`src/rtl/fifo_stream_reader_pkg.sv`:
```
// Shared types and sizes for the FIFO stream reader and its output buffer.
package fifo_stream_reader_pkg;

  localparam int BufferDepth = 2;
  localparam int CountWidth  = 32;

  typedef logic [1:0] occupancy_t;
  typedef logic       ptr_t;

endpackage

```
`src/rtl/stream_skid_buf.sv`:
```
// Two-entry FIFO-ordered output buffer with 1-bit head/tail pointers.
module stream_skid_buf
  import fifo_stream_reader_pkg::*;
#(
  parameter int EntrySize = 8
) (
  input  logic                 clk,
  input  logic                 rst_n,
  input  logic                 push,
  input  logic [EntrySize-1:0] push_data,
  input  logic                 pop,
  output logic [EntrySize-1:0] head_data,
  output occupancy_t           occupancy
);

  logic [EntrySize-1:0] mem_q [BufferDepth];
  ptr_t                 head_q;
  ptr_t                 tail_q;
  occupancy_t           occ_q;

  // Entries are reset too so the stream output reads zero out of reset.
  always_ff @(posedge clk or negedge rst_n) begin
    if (!rst_n) begin
      head_q <= '0;
      tail_q <= '0;
      occ_q  <= '0;
      for (int i = 0; i < BufferDepth; i++) begin
        mem_q[i] <= '0;
      end
    end else begin
      if (push) begin
        mem_q[tail_q] <= push_data;
        tail_q        <= tail_q + 1'b1;
      end
      if (pop) begin
        head_q <= head_q + 1'b1;
      end
      occ_q <= occ_q + occupancy_t'(push) - occupancy_t'(pop);
    end
  end

  assign head_data = mem_q[head_q];
  assign occupancy = occ_q;

endmodule

```
`src/rtl/fifo_stream_reader.sv`:
```
// FIFO read-port master presenting words as a valid/ready stream.
// Optional delivered-word counter port words_o under FIFO_READER_COUNT_EN.
module fifo_stream_reader
  import fifo_stream_reader_pkg::*;
#(
  parameter int EntrySize = 8
) (
  input  logic                  clk_i,
  input  logic                  rst_ni,
  input  logic                  enable_i,
  output logic                  fifo_read_req_o,
  input  logic                  fifo_read_valid_i,
  input  logic [EntrySize-1:0]  fifo_data_i,
  output logic                  m_valid_o,
  input  logic                  m_ready_i,
  output logic [EntrySize-1:0]  m_data_o
`ifdef FIFO_READER_COUNT_EN
  ,
  output logic [CountWidth-1:0] words_o
`endif
);

  occupancy_t stored_q;
  logic       inflight_q;
  logic       pop;
  logic       accept;
  logic [2:0] credit;

  assign pop    = m_valid_o & m_ready_i;
  // A pop only happens with stored_q >= 1, so credit never underflows.
  assign credit = {1'b0, stored_q} + {2'b00, inflight_q} - {2'b00, pop};

  assign fifo_read_req_o = enable_i & fifo_read_valid_i & (credit < 3'd2);
  assign accept          = fifo_read_req_o & fifo_read_valid_i;

  // Stage boundary: accepted read -> FIFO data arrives next cycle
  always_ff @(posedge clk_i or negedge rst_ni) begin
    if (!rst_ni) begin
      inflight_q <= 1'b0;
    end else begin
      inflight_q <= accept;
    end
  end

  // Stage boundary: returning FIFO data -> buffered stream output
  stream_skid_buf #(
    .EntrySize (EntrySize)
  ) u_buf (
    .clk       (clk_i),
    .rst_n     (rst_ni),
    .push      (inflight_q),
    .push_data (fifo_data_i),
    .pop       (pop),
    .head_data (m_data_o),
    .occupancy (stored_q)
  );

  assign m_valid_o = (stored_q != '0);

`ifdef FIFO_READER_COUNT_EN
  logic [CountWidth-1:0] count_q;

  always_ff @(posedge clk_i or negedge rst_ni) begin
    if (!rst_ni) begin
      count_q <= '0;
    end else if (pop) begin
      count_q <= count_q + 1'b1;
    end
  end

  assign words_o = count_q;
`endif

endmodule

```
`config.mk`:
```
export PLATFORM = sky130hd
export DESIGN_NAME = fifo_stream_reader
export DESIGN_NICKNAME = d
export VERILOG_FILES = /design/src/rtl/fifo_stream_reader_pkg.sv /design/src/rtl/stream_skid_buf.sv /design/src/rtl/fifo_stream_reader.sv
export SDC_FILE = /design/constraint.sdc
export NUM_CORES = 1
export LEC_CHECK = 0
export CORE_MARGIN = 2
export CORE_UTILIZATION = 48
export DETAILED_ROUTE_END_ITERATION = 10
export GPL_ROUTABILITY_DRIVEN = 0
export PLACE_DENSITY = 0.81
export SETUP_SLACK_MARGIN = 0.15
export SLEW_MARGIN = 20
export SYNTH_ARGS = -nofsm -noshare
export SYNTH_HDL_FRONTEND = slang
export SYNTH_HIERARCHICAL = 1
export SYNTH_SLANG_ARGS = --single-unit
```
`constraint.sdc`:
```
create_clock -name clk_i -period 2.7 [get_ports clk_i]
set_input_delay 0.54 -clock clk_i [delete_from_list [all_inputs] [get_ports clk_i]]
set_output_delay 0.54 -clock clk_i [all_outputs]
set_load 0.05 [all_outputs]
```
==> impl_results.md, run 1 <==
- Num CTS Buffers: 3
- Non-Filler Instances: roughly 120
- Worst path cell trace: or2_4 > and2_4 > ha_4 > or2b_1 > fa_2 > nand3_4 > nor2_4 > buf_12
- Fraction of layout cells with a size suffix above 1: around 44%
- Crit path largest cell delay: roughly 0.55 ns
- Reg2Reg Depth: 7
- Area leader, netlist: dfrtp_1
- Cell with the most instances after synthesis: dfrtp_1
- Post-synth top area share: a little over half
- Area contributors post-synth: dfrtp_1 (52%), mux2_2 (18%), mux2_4 (12%), ha_1 (3.7%), xor2_1 (2.6%)
- Worst hold path type: flip-flop to flip-flop
- Initial Util: 51.34%
- Status: finished with violations
- Initial antenna violation count: 0
- Std-Cell Rows: 16
- Mux contribution to synthesized area: between 20 and 30%
- Flops & latches, synth: 21
- Yosys cell types: 17
- Worst-path clk slew: roughly 0.11 ns
- Crit path DAT: ~2.4 ns
- DRC: 0
- IO Port Bufs: 22
- Peak Freq: between 0.3 and 0.4 GHz
- Initial drt markers: 1
- Die area: 2481 sq um
- GRT Overall Usage: between 10% and 20%
- Dpl cells: 118
- Root Buffer Master: clkbuf_4
- Critical path capture point type: output pin
- N_diodes: 0
- Reg-to-Reg End: inflight_q$_DFF_PN0_
- Skew-Pair Late Insertion Delay: between 0.2 and 0.3 ns
- Setup Fix Bufs, Post-CTS: 0
- WP data required: roughly 2.2 ns
- Vias in the first global route: 620
- Vias/cell: about 4.8
- Core box area: 1962 sq um
- Final WL: 1.723 mm
- P&R area growth vs syn: 34.41%
- WHS Endpoint: u_buf/mem_q[5]$_DFFE_PN0P_
- XOR/XNOR Fraction of Synth Area: approximately 4.3%
- Adder-cell share of the synthesized area: about 5.7%
- Synthesized Nets: 84
- Avg Cell Area, Syn: 15.03 sq um
- Grt ovf: 0
- CTS tree: built
- Pins Over Slew Limit: 0
- R2r setup slk: 0.67 ns
- Yosys warnings: 6
- Final setup vio count: 1
- Max_cap viols: 0
- # clock sinks: 21
- Prevailing post-synth register cell: dfrtp_1
- CP delay by family, top: simple AND/OR/NAND/NOR gates
- Post-synth EDFFs: 0
- Top post-synthesis cells by count: dfrtp_1 (21), mux2_2 (16), mux2_4 (8)
- R2R Path Start: u_buf/occupancy[0]$_DFF_PN0_
- Width of the die: approximately 50 microns
- Largest net degree at the start of global routing: 22
- Final hold vios: 0
- RSZ-0062 raised after global routing: true
- DR vias: around 590
- Failing checks: setup timing
- Max Clock Skew: ~0.0027 ns
- Routed Antenna Nets: 0
- Crit path time final: ~3 ns
- Dpl ws: -0.3193 ns
- H-Tree Depth: 1
- Min-Delay Path Depth: 1
- I/O Pins: 23
- Hold buffers post-CTS: 0
- Setup WS post-layout: -0.2515 ns
- Fin crit share: 109.3%
- Hpwl dp: ~1.2 mm
- CP Class: flip-flop to output pin
- Routed length per instance: around 14 microns
- Simple logic cell fraction of the synthesized area: 5.217%
- Crit-path slowest cell: fa_2
- Worst slew margin: between 50% and 60%
- Seq/Total Area, Yosys: between 50% and 60%
- Die Ht: 49.81 microns
- Clock buffer depth: 2
- Crit-path max FO: 2
- Main combinational cell family by area after synthesis: multiplexers
- Measured slew at the worst slew-check pin: 0.6081 ns
- Synth Area in Compound Gates: 0%
- Final Net Count: approximately 110
- Crit path buffers/inverters: 1
- Hold wc startpoint: u_buf/mem_q[5]$_DFFE_PN0P_
- Synth Cell Area: roughly 1000 sq um
- First-pass GRT wire length: a little under 3 mm
- Crit path launch type: flip-flop
- First-pass iteration count of the detailed router: 2
- Cells after synthesis: 67
- Async S/R FF share, synth: between 90% and 100%
routing by layer:
metal	track usage, %	part of all wire [%]
met1	21.71	46
met2	24.67	48
met3	3.030	4.5
met4	6.944	0.58
met5	0	0
kinds of logic (layout without fill, tap and decap cells):
group,Yosys count,after routing
multiplexers,24,24
flip-flops,21,21
AND/OR/NAND/NOR,8,8
XOR/XNOR,5,5
buffers and inverters,5,33
adder cells (fa/ha/maj),4,4
sequential cells by signal (all words and copies together) (netlist names):
name / flops
inflight_q: 1
u_buf/head_q: 1
u_buf/mem_q: 16
u_buf/occupancy: 2
u_buf/tail_q: 1
cells in the final DEF (no fill, tap or decap), drive strengths merged:
master	synthesis	layout
dfrtp	21	21
inv	3	3
fa	1	1
xor2	3	3
and2	1	1
or2b	1	1
xnor2	2	2
clkbuf	0	4
mux2	24	24
nor2b	1	1
dlygate4sd2	0	1
or2	1	1
nand2	1	1
clkdlybuf4s50	0	20
buf	2	5
ha	3	3
nor2	2	2
nand3	1	1
area by class of cell:
| class | count | area, sq um |
|---|---|---|
| fillers | 152 | 608.1 |
| flip-flops and latches | 21 | 526.8 |
| multi-input cells | 41 | 496.7 |
| repair buffers | 26 | 259.0 |
| well taps | 27 | 33.78 |
| clock buffers | 4 | 26.28 |
| inverters | 3 | 11.26 |
metrics by stage:
stage / setup TNS (ns) / hold WS (ns) / utilization [%] / instance area [sq um]
global placement: -0.2945 / 0.4812 / 66.77 / 1310
finish: -0.2515 / 0.5136 / 69.01 / 1354
global route: -0.3469 / 0.5358 / 69.01 / 1354
floorplan: -0.1139 / 0.2444 / - / 1032
detailed placement: -0.3193 / 0.4873 / 66.77 / 1310
CTS: -0.2602 / 0.5142 / 68.62 / 1346
worst max-delay path by stage:
stage | slack [ns] | startpoint | cells past startpoint | endpoint
global route | -0.35 | u_buf/occupancy[1]$_DFF_PN0_ | 8 | fifo_read_req_o
finish | -0.25 | u_buf/occupancy[0]$_DFF_PN0_ | 8 | fifo_read_req_o
global placement | -0.29 | m_ready_i | 8 | fifo_read_req_o
CTS | -0.26 | u_buf/occupancy[0]$_DFF_PN0_ | 8 | fifo_read_req_o
floorplan | -0.11 | u_buf/occupancy[1]$_DFF_PN0_ | 7 | fifo_read_req_o
detailed placement | -0.32 | m_ready_i | 8 | fifo_read_req_o
timing repair:
item | in CTS | in global routing
pin swaps | 5 | 0
endpoints found under the setup margin | 4 | 1
resized for setup | 4 | 1
gates cloned | 0 | 0
worst reg2reg max path: stages (launching register included):
cell and delay (ns):
dfrtp_1 0.40, or2_4 0.25, and2_4 0.17, ha_4 0.20
or2b_1 0.24, fa_2 0.56, nand3_4 0.08, nor2_1 0.09
Power of run 1 is not shown: default switching activity piles up to over one toggle a cycle in this logic, so the estimate is an artifact.
==> run 2: changes to the inputs <==
--- a/config.mk
+++ b/config.mk
@@ -6,10 +6,10 @@
 export NUM_CORES = 1
 export LEC_CHECK = 0
 export CORE_MARGIN = 2
-export CORE_UTILIZATION = 48
+export CORE_UTILIZATION = 45
 export DETAILED_ROUTE_END_ITERATION = 10
 export GPL_ROUTABILITY_DRIVEN = 0
-export PLACE_DENSITY = 0.81
+export PLACE_DENSITY = 0.77
 export SETUP_SLACK_MARGIN = 0.15
 export SLEW_MARGIN = 20
 export SYNTH_ARGS = -nofsm -noshare
==> impl_results.md, run 2 (synthesis results as in run 1) <==
- Skew-Pair Late Insertion Delay: 0.29 ns (about the same)
- Largest net degree at the start of global routing: 22 (unchanged)
- I/O Pins: 23 (unchanged)
- Crit path time final: 2.956 ns (+0.004396 ns)
- Die area: 2633 sq um (+6.1%)
- Worst-path clk slew: 0.11 ns (about the same)
- Worst hold path type: flip-flop to flip-flop
- Setup WS post-layout: -0.2559 ns (-0.004396 ns)
- Crit-path max FO: 2 (unchanged)
- Die Ht: 51.31 microns (+3.0%)
- Initial Util: 46.42% (-4.9 points)
- CTS tree: built
- First-pass GRT wire length: 3.015 mm (+4.5%)
- First-pass iteration count of the detailed router: 1 (-1)
- Worst slew margin: 57.76% (-1.5 points)
- Final Net Count: 117 (+3.5%)
- Most common cell after layout, fill and taps aside: dfrtp_1
- DR vias: 607 (+3.8%)
- Grt ovf: 0 (unchanged)
- TNS Setup: -0.2559 ns (-0.004396 ns)
- Max reg flops: 16 (unchanged)
- IO Port Bufs: 22 (unchanged)
- Routed Antenna Nets: 0 (unchanged)
- WP data required: 2.16 ns (about the same)
- Commonest cells after routing, fill and taps aside: dfrtp_1 (20), clkdlybuf4s50_1 (19), mux2_2 (16)
- Max_cap viols: 0 (unchanged)
- Num CTS Buffers: 3 (unchanged)
- Final WL: 1.766 mm (+2.5%)
- DRC: 0 (unchanged)
- Failing checks: setup timing
- Core Util, Final: 63.78% (-5.2 points)
- Critical path capture point type: output pin
- Initial drt markers: 0 (-1)
- Measured slew at the worst slew-check pin: 0.6307 ns (+0.02259 ns)
- Peak Freq: 0.3383 GHz (-0.15%)
- Status: finished with violations
- Vias in the first global route: 663 (+6.9%)
- GRT Overall Usage: 15.78% (-0.13 points)
- H-Tree Depth: 1 (unchanged)
- Fin crit share: 109.5% (+0.16 points)
- Root Buffer Master: clkbuf_4
- Width of the die: 51.31 microns (+3.0%)
- Final hold vios: 0 (unchanged)
- Max Clock Skew: 0.003036 ns (+0.0003772 ns)
- Hpwl dp: 1.272 mm (+2.4%)
- Core box area: 2170 sq um (+11%)
- Biggest register: u_buf/mem_q
- Crit path launch type: flip-flop
- Fraction of layout cells with a size suffix above 1: 46.46% (+2.3 points)
- Vias/cell: 4.780 (-0.32%)
- Clock buffer depth: 2 (unchanged)
- RSZ-0062 raised after global routing: true
- Pins Over Slew Limit: 0 (unchanged)
- Std-Cell Rows: 17 (+1)
- Initial antenna violation count: 0 (unchanged)
- N_diodes: 0 (unchanged)
- CP Class: flip-flop to output pin
- Crit path DAT: 2.42 ns (about the same)
- # clock sinks: 21 (unchanged)
- Routed length per instance: 13.91 microns (-1.5%)
- P&R area growth vs syn: 37.39%
- Final setup vio count: 1 (unchanged)
[run 2: cell type report]
| class | count | area (sq um) |
|---|---|---|
| clock buffer | 4 | 26.28 |
| timing repair buffer | 30 | 287.8 |
| inverter | 3 | 11.26 |
| fill | 180 | 785.8 |
| sequential | 21 | 526.8 |
| tap | 28 | 35.03 |
| multi-input combinational | 41 | 496.7 |
[run 2: through the flow]
step | worst slack [ns] | hold slack [ns] | cells | area, sq um
floorplan | -0.1139 | 0.2444 | 67 | 1032
global placement | -0.2896 | 0.4814 | 119 | 1311
detailed placement | -0.3322 | 0.4912 | 119 | 1311
CTS | -0.2592 | 0.5171 | 127 | 1376
global route | -0.3604 | 0.5297 | 127 | 1384
finish | -0.2559 | 0.5148 | 127 | 1384
[run 2: timing repair]
| item | 4_1_cts | 5_1_grt |
|---|---|---|
| gates resized for setup | 5 | 1 |
| buffers inserted | 4 | 0 |
| hold buffers | 0 | 0 |
| hold endpoints to repair | 0 | 0 |
| endpoints found under the setup margin | 9 | 1 |
| pin swaps | 5 | 0 |
[run 2: final timing paths]
kind	from	end	slack (ns)	cells after the start
setup / recovery	u_buf/occupancy[0]$_DFF_PN0_	fifo_read_req_o	-0.26	8
setup reg to reg	u_buf/occupancy[0]$_DFF_PN0_	inflight_q$_DFF_PN0_	0.68	7
min in group asynchronous	rst_ni	u_buf/mem_q[9]$_DFFE_PN0P_	0.58	2
max in group asynchronous	rst_ni	u_buf/head_q$_DFFE_PN0P_	1.90	2
hold / removal	u_buf/mem_q[4]$_DFFE_PN0P_	u_buf/mem_q[4]$_DFFE_PN0P_	0.51	1
hold reg to reg	u_buf/mem_q[4]$_DFFE_PN0P_	u_buf/mem_q[4]$_DFFE_PN0P_	0.51	1
[run 2: per-layer routing]
layer | up-vias | wire length, microns | track usage, %
met4 | 0 | 18 | 6.579
met2 | 14 | 894 | 27.27
met1 | 296 | 771 | 19.50
li1 | 295 | - | -
met3 | 2 | 81 | 2.632
met5 | - | 0 | 0
[run 2: worst max-delay path, stage by stage (launching register included)]
cell and delay, ns:
dfrtp_1 0.40, or2_4 0.26, and2_4 0.17, ha_4 0.20
or2b_1 0.23, fa_2 0.55, nand3_4 0.07, nor2_4 0.10
buf_12 0.14
Power of run 2 is left out for the same reason.
==> run 3: changes to the inputs <==
--- a/config.mk
+++ b/config.mk
@@ -9,6 +9,7 @@
 export CORE_UTILIZATION = 45
 export DETAILED_ROUTE_END_ITERATION = 10
 export GPL_ROUTABILITY_DRIVEN = 0
+export HOLD_SLACK_MARGIN = 0.03
 export PLACE_DENSITY = 0.77
 export SETUP_SLACK_MARGIN = 0.15
 export SLEW_MARGIN = 20
==> results of run 3 <==
No change in the layout: final DEF, timing and power equal those of run 2.
Power of run 3 is left out for the same reason.
